**config.mk**
```make
export PLATFORM = sky130hd
export DESIGN_NAME = bpsk_modulator_top
export DESIGN_NICKNAME = d
export VERILOG_FILES = /design/src/rtl/bpsk_modulator_top.sv
export SDC_FILE = /design/constraint.sdc
export NUM_CORES = 1
export LEC_CHECK = 0
export ABC_CLOCK_PERIOD_IN_PS = 2200
export BUFFER_PORTS_ARGS = -buffer_cell sky130_fd_sc_hd__buf_2
export CORE_AREA = 2 2 72 74
export DETAILED_ROUTE_END_ITERATION = 7
export DIE_AREA = 0 0 74 76
export PLACE_DENSITY = 0.78
export SYNTH_ARGS = -nofsm -noshare
export SYNTH_HDL_FRONTEND = slang
export SYNTH_SLANG_ARGS = --single-unit
```
**constraint.sdc**
```tcl
create_clock -name clk -period 2.2 [get_ports clk]
set_clock_uncertainty 0.1 [all_clocks]
set_input_delay 0.11 -clock clk [delete_from_list [all_inputs] [get_ports clk]]
set_output_delay 0.11 -clock clk [all_outputs]
set_load 0.01 [all_outputs]
```
**src/rtl/bpsk_modulator_top.sv**
```systemverilog
// BPSK transmitter: bytes in over valid/ready, serialised MSB first as +/-cos
// carrier samples, each burst prefixed by an alternating 1/0 preamble.

module cosine_lut #(
  parameter int DATA_WIDTH = 16,
  parameter int DEPTH      = 32,
  parameter int READ_PORTS = 1,
  localparam int AW        = (DEPTH > 1) ? $clog2(DEPTH) : 1
) (
  input  logic [READ_PORTS*AW-1:0]         phase,
  output logic [READ_PORTS*DATA_WIDTH-1:0] cos_out
);

  logic [DATA_WIDTH-1:0] rom [DEPTH];

  // Full-scale 2^(W-1) cosine; only the +1.0 peak needs clipping, so the
  // -1.0 entry lands exactly on the most negative code.
  for (genvar k = 0; k < DEPTH; k++) begin : g_rom
    localparam real    ANGLE   = 6.283185307179586 * real'(k) / real'(DEPTH);
    localparam longint MAX_POS = (longint'(1) <<< (DATA_WIDTH - 1)) - 1;
    localparam longint RAW     = longint'(real'(MAX_POS + 1) * $cos(ANGLE));
    localparam longint CLIPPED = (RAW > MAX_POS) ? MAX_POS : RAW;
    assign rom[k] = DATA_WIDTH'(CLIPPED);
  end

  for (genvar p = 0; p < READ_PORTS; p++) begin : g_port
    assign cos_out[p*DATA_WIDTH +: DATA_WIDTH] = rom[phase[p*AW +: AW]];
  end

endmodule

module bpsk_modulator_top #(
  parameter int SAMPLE_WIDTH       = 16,
  parameter int SAMPLES_PER_SYMBOL = 8,
  parameter int LUT_DEPTH          = 32,
  parameter int PHASE_STEP         = 4,
  parameter int PREAMBLE_SYMBOLS   = 16
) (
  input  logic                           clk,
  input  logic                           rst,
  input  logic [7:0]                     byte_in,
  input  logic                           byte_valid,
  output logic                           byte_ready,
  output logic signed [SAMPLE_WIDTH-1:0] sample_out,
  output logic                           sample_valid,
  output logic                           sym_strobe,
  output logic                           busy
);

  localparam int PW       = (LUT_DEPTH > 1) ? $clog2(LUT_DEPTH) : 1;
  localparam int CW       = $clog2(SAMPLES_PER_SYMBOL);
  localparam int IDX_SPAN = (PREAMBLE_SYMBOLS > 8) ? PREAMBLE_SYMBOLS : 8;
  localparam int IW       = $clog2(IDX_SPAN);
  localparam logic signed [SAMPLE_WIDTH-1:0] S_MAX = {1'b0, {(SAMPLE_WIDTH-1){1'b1}}};
  localparam logic signed [SAMPLE_WIDTH-1:0] S_MIN = {1'b1, {(SAMPLE_WIDTH-1){1'b0}}};

  typedef enum logic [1:0] {IDLE, PREAMBLE, DATA} state_t;

  state_t                          state_q, state_d;
  logic [PW-1:0]                   phase_q, phase_d;
  logic [PW:0]                     phase_sum;
  logic [CW-1:0]                   sym_cnt_q, sym_cnt_d;
  logic [IW-1:0]                   sym_idx_q, sym_idx_d;
  logic [7:0]                      shift_q, shift_d;
  logic [7:0]                      hold_q, hold_d;
  logic                            hold_full_q, hold_full_d;
  logic signed [SAMPLE_WIDTH-1:0]  sample_q, sample_d;
  logic                            sample_valid_q, sample_valid_d;
  logic                            sym_strobe_q, sym_strobe_d;

  logic [SAMPLE_WIDTH-1:0]         carrier_raw;
  logic signed [SAMPLE_WIDTH-1:0]  carrier, carrier_neg, mod_sample;
  logic                            sym_end, cur_bit, accept, load_hold;

  cosine_lut #(
    .DATA_WIDTH (SAMPLE_WIDTH),
    .DEPTH      (LUT_DEPTH),
    .READ_PORTS (1)
  ) u_lut (
    .phase   (phase_q),
    .cos_out (carrier_raw)
  );

  assign carrier = $signed(carrier_raw);

  // Free-running so the carrier stays phase-continuous across idle gaps.
  always_comb begin
    phase_sum = {1'b0, phase_q} + (PW+1)'(PHASE_STEP);
    if (phase_sum >= (PW+1)'(LUT_DEPTH)) phase_sum = phase_sum - (PW+1)'(LUT_DEPTH);
    phase_d = phase_sum[PW-1:0];
  end

  always_comb begin
    state_d     = state_q;
    sym_cnt_d   = sym_cnt_q;
    sym_idx_d   = sym_idx_q;
    shift_d     = shift_q;
    hold_d      = hold_q;
    hold_full_d = hold_full_q;
    load_hold   = 1'b0;
    cur_bit     = 1'b0;
    accept      = byte_valid && !hold_full_q;
    sym_end     = (state_q != IDLE) && (sym_cnt_q == CW'(SAMPLES_PER_SYMBOL - 1));

    unique case (state_q)
      IDLE: begin
        sym_cnt_d = '0;
        sym_idx_d = '0;
        if (hold_full_q) begin
          load_hold = 1'b1;
          state_d   = (PREAMBLE_SYMBOLS > 0) ? PREAMBLE : DATA;
        end
      end
      PREAMBLE: begin
        cur_bit = ~sym_idx_q[0];
        if (sym_end) begin
          if (int'(sym_idx_q) == PREAMBLE_SYMBOLS - 1) begin
            sym_idx_d = '0;
            state_d   = DATA;
          end else begin
            sym_idx_d = sym_idx_q + 1'b1;
          end
        end
      end
      DATA: begin
        cur_bit = shift_q[7];
        if (sym_end) begin
          shift_d = {shift_q[6:0], 1'b0};
          if (sym_idx_q == IW'(7)) begin
            sym_idx_d = '0;
            // A byte already waiting continues the burst with no gap or preamble.
            if (hold_full_q) load_hold = 1'b1;
            else             state_d   = IDLE;
          end else begin
            sym_idx_d = sym_idx_q + 1'b1;
          end
        end
      end
      default: state_d = IDLE;
    endcase

    if (state_q != IDLE) sym_cnt_d = sym_end ? '0 : sym_cnt_q + 1'b1;

    if (load_hold) begin
      shift_d     = hold_q;
      hold_full_d = 1'b0;
    end
    if (accept) begin
      hold_d      = byte_in;
      hold_full_d = 1'b1;
    end
  end

  // -S_MIN is not representable, so it saturates to S_MAX.
  always_comb begin
    carrier_neg    = (carrier == S_MIN) ? S_MAX : -carrier;
    mod_sample     = cur_bit ? carrier : carrier_neg;
    sample_d       = (state_q != IDLE) ? mod_sample : '0;
    sample_valid_d = (state_q != IDLE);
    sym_strobe_d   = (state_q != IDLE) && (sym_cnt_q == '0);
  end

  always_ff @(posedge clk or negedge rst) begin
    if (!rst) begin
      state_q        <= IDLE;
      phase_q        <= '0;
      sym_cnt_q      <= '0;
      sym_idx_q      <= '0;
      shift_q        <= '0;
      hold_q         <= '0;
      hold_full_q    <= 1'b0;
      sample_q       <= '0;
      sample_valid_q <= 1'b0;
      sym_strobe_q   <= 1'b0;
    end else begin
      state_q        <= state_d;
      phase_q        <= phase_d;
      sym_cnt_q      <= sym_cnt_d;
      sym_idx_q      <= sym_idx_d;
      shift_q        <= shift_d;
      hold_q         <= hold_d;
      hold_full_q    <= hold_full_d;
      sample_q       <= sample_d;
      sample_valid_q <= sample_valid_d;
      sym_strobe_q   <= sym_strobe_d;
    end
  end

  assign byte_ready   = !hold_full_q;
  assign busy         = (state_q != IDLE) || hold_full_q;
  assign sample_out   = sample_q;
  assign sample_valid = sample_valid_q;
  assign sym_strobe   = sym_strobe_q;

endmodule

```
**Yosys cells after proc, flatten, opt, wreduce, memory -nomap -nowiden**

Memories as Yosys holds them, arrays and structs flattened.
Cells that the tools add are included.

- Word-level logic and storage cells: 79
- Register bits: 49
- Memories: 1
- Output and inout bits: 20
- Input bits: 11
- ROM bits: 512

- Reduce and logical (&&, ||, !) cells: 16
- Bitwise logic cells: 2
- Mux-type cells: 31
- Equality and inequality tests: 12
- Add/sub/neg operators: 5
- $lt $le $gt $ge: 2

Memory list:

| name | depth | bits a word | read ports | clocked after memory_dff | write ports | line | RTL |
|---|---|---|---|---|---|---|---|
| (no name shown) | 32 | 16 | 1 | 0 | 0 | 27 | `assign cos_out[p*DATA_WIDTH +: DATA_WIDTH] = rom[phase[p*AW +: AW]];` |

Operators by type and width:

| operator | number |
|---|---|
| 16-bit two-way mux | 5 |
| 8-bit two-way mux | 3 |
| 16-bit equality test, second input constant | 1 |
| 4-bit two-way mux | 4 |
| 16-bit negator | 1 |
| 6-bit greater-or-equal comparator, second input constant | 2 |
| 2-bit two-way mux | 6 |
| 2-bit inequality test, second input constant | 6 |
| 4-bit one-hot mux with 3 select lines | 1 |
| 2-bit nonzero test | 5 |
| 3-bit two-way mux | 3 |
| 5-bit by 3-bit adder with 6-bit output, second input constant | 1 |
| 5-bit NOT with 6-bit output | 1 |
| 2-bit one-hot mux with 3 select lines | 1 |
| 6-bit AND reduction | 1 |
| 1-bit two-way mux | 5 |
| 5-bit two-way mux | 1 |
| 5-bit by 1-bit subtractor with 5-bit output, second input constant | 1 |
| 4-bit by 1-bit adder with 4-bit output, second input constant | 1 |
| 4-bit by 1-bit equality test with 1-bit output, second input constant | 1 |
| 4-bit by 3-bit equality test with 1-bit output, second input constant | 1 |
| 1-bit one-hot mux with 2 select lines | 2 |
| 3-bit by 1-bit adder with 3-bit output, second input constant | 1 |
| 3-bit equality test, second input constant | 1 |
| other kinds (11) | 13 |

**Logic depth before layout (Yosys ltp)**

- Depth in word-level cells: 8
- Mapped depth: 10
- Gate-level depth less buffers: 10

**Hierarchy**

From an unflattened synthesis, not the netlist that was laid out.

- Cell total of the unflattened synthesis: 350
- Area, all modules: 3151.8 sq um

By module, submodules not included:

| module | instances | seq. area each (sq um) | area an instance (sq um) | cells each |
|---|---|---|---|---|
| bpsk_modulator_top | 1 | 1176.1 | 2272.2 | 214 |
| cosine_lut | 1 | 0.0 | 879.6 | 136 |

**Worst setup path before layout**

Ideal clock, no wire load.

- Path type: register to register
- From: register phase_q[2]
- To: register sample_q[15], in the netlist sample_out[15]
- Period minus slack after synthesis: 2.150 ns
- Data arrival time: 1.974 ns
- Required time: 2.024 ns
- Stages on the path, launching flop included: 11
- Path slack: 0.050 ns
- Cells stage by stage: dfrtp_1 -> inv_1 -> ha_1 -> nand2b_1 -> o22a_1 -> inv_1 -> ha_1 -> nand2b_1 -> o32ai_1 -> or4_1 -> o21ai_1

- Cells in the longest elaborated chain, start to end: 8
- Elaborated cells on any way between the ends: 9

Ends and longest elaborated chain:

| item | line | RTL |
|---|---|---|
| start, declared | 60 | `logic [PW-1:0] phase_q, phase_d;` |
| start signal, assigned | 177 | `phase_q <= phase_d;` |
| 5-bit NOT with 6-bit output (implied by the code) (*) | 27 |  |
| memory 32 x 16 bit (*) | n/a |  |
| 16-bit two-way mux (implied by the code) (*) (2 in series) | 27 |  |
| 16-bit negator / 16-bit equality test (equally long branches) | 156 | `carrier_neg = (carrier == S_MIN) ? S_MAX : -carrier;` |
| 16-bit two-way mux | 156 |  |
| 16-bit two-way mux (*) | 157 | `mod_sample = cur_bit ? carrier : carrier_neg;` |
| 16-bit two-way mux (*) | 158 | `sample_d = (state_q != IDLE) ? mod_sample : '0;` |
| via sample_d[15] | 67 | `logic signed [SAMPLE_WIDTH-1:0] sample_q, sample_d;` |
| end signal, assigned | 183 | `sample_q <= sample_d;` |
| end, declared | 67 |  |

The timed path passes the listed nets; every way through them passes the cells marked *. The select of a mux whose other input is x is not followed.
A chain may end at the register's enable or synchronous reset.

**Final worst setup path**

Ends and elaborated chain as after synthesis.

==> flow_metrics.tcl <==
set metrics [dict create \
    status "finished, final reports clean" \
    yosys-top-cells-area "dfrtp_1, mux2_2, ha_1" \
    ys_types 47 \
    die_y_um 76 \
    overflow 0 \
    grt_max_degree 29 \
    clock_path_buffers 2 \
    path_class "flop to flop" \
    timing_hold_violations_final 0 \
    dp_cells 309 \
    ctsRootBufferMaster "clkbuf_8" \
    maxSlewViolCount 0 \
    max_slew_margin_pct 65.4 \
    port_buffers 30 \
    final_cells 329 \
    gp_congestion 0.893 \
    drt_wl_total_um 4650 \
    ys.flop_type "dfrtp_1" \
    numClockSinks 45 \
    drtIter0Drc 133 \
    cp_data_arrival_time_ps 2250 \
    met1_length_um 2000 \
    peakVddDrop_mv 0.524 \
    power.density_nw_per_um2 570 \
    multiInputGateArea_um2 1140 \
    min_period_ps 2120 \
    hp-class "primary input to asynchronous set/reset pin" \
    top_layer_used "met4" \
    wl_per_cell_um 14.1 \
    ys_ff_latch 45 \
    h-tree-depth 2 \
    syn_avg_cell_area_um2 11.3 \
    layout_setup_ws_ps 76.1 \
    dr_wl_met3_um 224 \
    path_max_fanout 4 \
    pin_count 31 \
    syn_nets 232 \
    endpoint_kind "flop" \
    fmax_ghz 0.471 \
    track_usage_pct 16.9 \
    whs_ps 162 \
    synth_top_area_cell "dfrtp_1" \
    areaGrowthSynthToFinish_pct 24.4 \
    ff_latch_area_um2 1130 \
    clkTransAtPathRegs_ps 80 \
    layout.nets 286 \
    via_per_inst 5.34 \
    ys_seq_area_share_pct 48.7 \
    via_count 1756 \
    coreArea_um2 4910 \
    worst_slew_pin_slew_ps 516 \
    antenna_cells 0 \
    netlist_instances 205 \
    setup_violations 0 \
    fillers 407 \
    antenna_found_initial 0 \
    synth_warnings 0 \
    drive_gt1_share_pct 35.1 \
    synth_top_cell_area_share_pct 48.7 \
    drc 0 \
    final.period_utilization_pct 96.5 \
    critPathLaunchType "flop" \
    die_w_um 74 \
    start_util_pct 47.1 \
    cts_buffers 5 \
    die_area_um2 5620 \
    ant_nets 0 \
    p_leak_nw 1.37 \
    cp.required_ps 2320 \
    synth-async-reset-ratio_pct 100 \
    dr_wl_met2_um 2310 \
    syn_area_um2 2310 \
    dp_slack_ps -3.22 \
    cap_violations 0 \
    setup_tns_ps 0 \
    clock_latency_ps 290 \
    first_pass_iters 4 \
    dp_hpwl_um 3030 \
    cts_tree "yes" \
    synth-edff-count 0 \
    grt_pass1_wl_um 7470 \
    placementRows 26 \
    grt_pass1_vias 1613 \
]
worst max-delay path: stages (launching register included):
cell and delay, ps:
dfrtp_1 410, inv_2 130, ha_4 230, nand2b_4 80
o22a_1 160, inv_1 60, ha_2 200, nand2b_1 100
o32ai_2 90, or4_1 400, o21ai_1 90
report_power, final:
group	total (mW)	leakage (nW)	switching, mW	internal, mW
Clock	0.598	0.0540	0.268	0.330
Combinational	0.119	0.744	0.0460	0.0733
Sequential	0.924	0.567	0.0322	0.891
Total	1.64	1.37	0.346	1.29
worst paths after layout:
check	start	endpoint	slack, ps	cells after the start
worst max-delay path	phase_q[2]	sample_out[15]	80	10
worst min-delay path	rst	sample_out[8]	160	2
worst max register to register	phase_q[2]	sample_out[15]	80	10
worst min register to register	sym_cnt_q[2]	sym_strobe	330	1
max in group asynchronous	rst	shift_q[1]	1140	3
min in group clk	sym_cnt_q[2]	sym_strobe	330	1
metal layers:
layer | vias to the layer above | GRT usage, %
met2 | 67 | 27.1
met4 | 0 | 6.73
met5 | - | 0
li1 | 834 | -
met1 | 841 | 21.5
met3 | 14 | 4.23
metrics by stage:
step	utilization [%]	instance area [um^2]	power (mW)
2_1_floorplan	-	2310	1.00
3_3_place_gp	52.8	2590	1.04
3_5_place_dp	52.8	2590	1.05
4_1_cts	57.2	2810	1.66
5_1_grt	58.6	2880	1.71
6_report	58.6	2880	1.64
Yosys cell counts (2+ instances only):
cell / number
nor3_1: 4
o32ai_1: 2
buf_4: 2
mux2i_1: 3
o21ai_0: 6
o21a_1: 4
nand3_1: 2
a211oi_1: 2
inv_1: 14
o21ai_1: 2
or2_2: 2
nor2_1: 4
o31ai_1: 2
a21o_1: 2
buf_2: 2
nand2_1: 16
nor2b_1: 2
a31oi_1: 4
ha_1: 16
nor3b_1: 3
nand2b_1: 10
a21oi_1: 9
mux2_2: 23
clkbuf_1: 2
dfrtp_1: 45
timing repair:
item	CTS	global route
hold buffers	10	0
buffers inserted	1	2
pin swaps	0	1
endpoints found under the hold margin	26	0
gates resized for setup	1	9
endpoints found under the setup margin	1	3
layout make-up:
cell class                 instances  share of cell area (%)
timing repair buffer              55                    12.6
sequential                        45                    39.1
clock inverter                     2                    1.22
clock buffer                       5                    2.39
multi-input combinational        138                    39.8
inverter                          14                    1.83
tap                               70                    3.04
cells in the final DEF, fill, tap and decap left out, drive strengths merged, types with 3 or more instances in the layout:
| master | instances |
|---|---|
| ha | 16 |
| nor3b | 3 |
| nand2b | 10 |
| a21oi | 9 |
| dfrtp | 45 |
| dlygate4sd3 | 10 |
| nand2 | 16 |
| nor3 | 4 |
| o21a | 4 |
| buf | 45 |
| mux2 | 23 |
| inv | 14 |
| mux2i | 4 |
| a31oi | 4 |
| o32ai | 3 |
| clkbuf | 5 |
| o21ai | 9 |
| nor2 | 4 |
cells by family after synthesis:
kind of cell | count (synthesis) | synth area share [%]
AO/OA/AOI/OAI | 46 | 13.9
multiplexers | 27 | 13.1
XOR/XNOR | 1 | 0.379
buffers and inverters | 22 | 4.33
AND/OR/NAND/NOR | 48 | 11.0
adder cells (fa/ha/maj) | 16 | 8.66
flip-flops | 45 | 48.7
state kept, by name (all words and copies together), names as in the netlist:
register	flops
sample_out	14
hold_q	8
shift_q	8
sym_idx_q	4
phase_q	3
sym_cnt_q	3
state_q	2
hold_full_q	1
sample_valid	1
sym_strobe	1
Power figures use the tool's default switching activity.
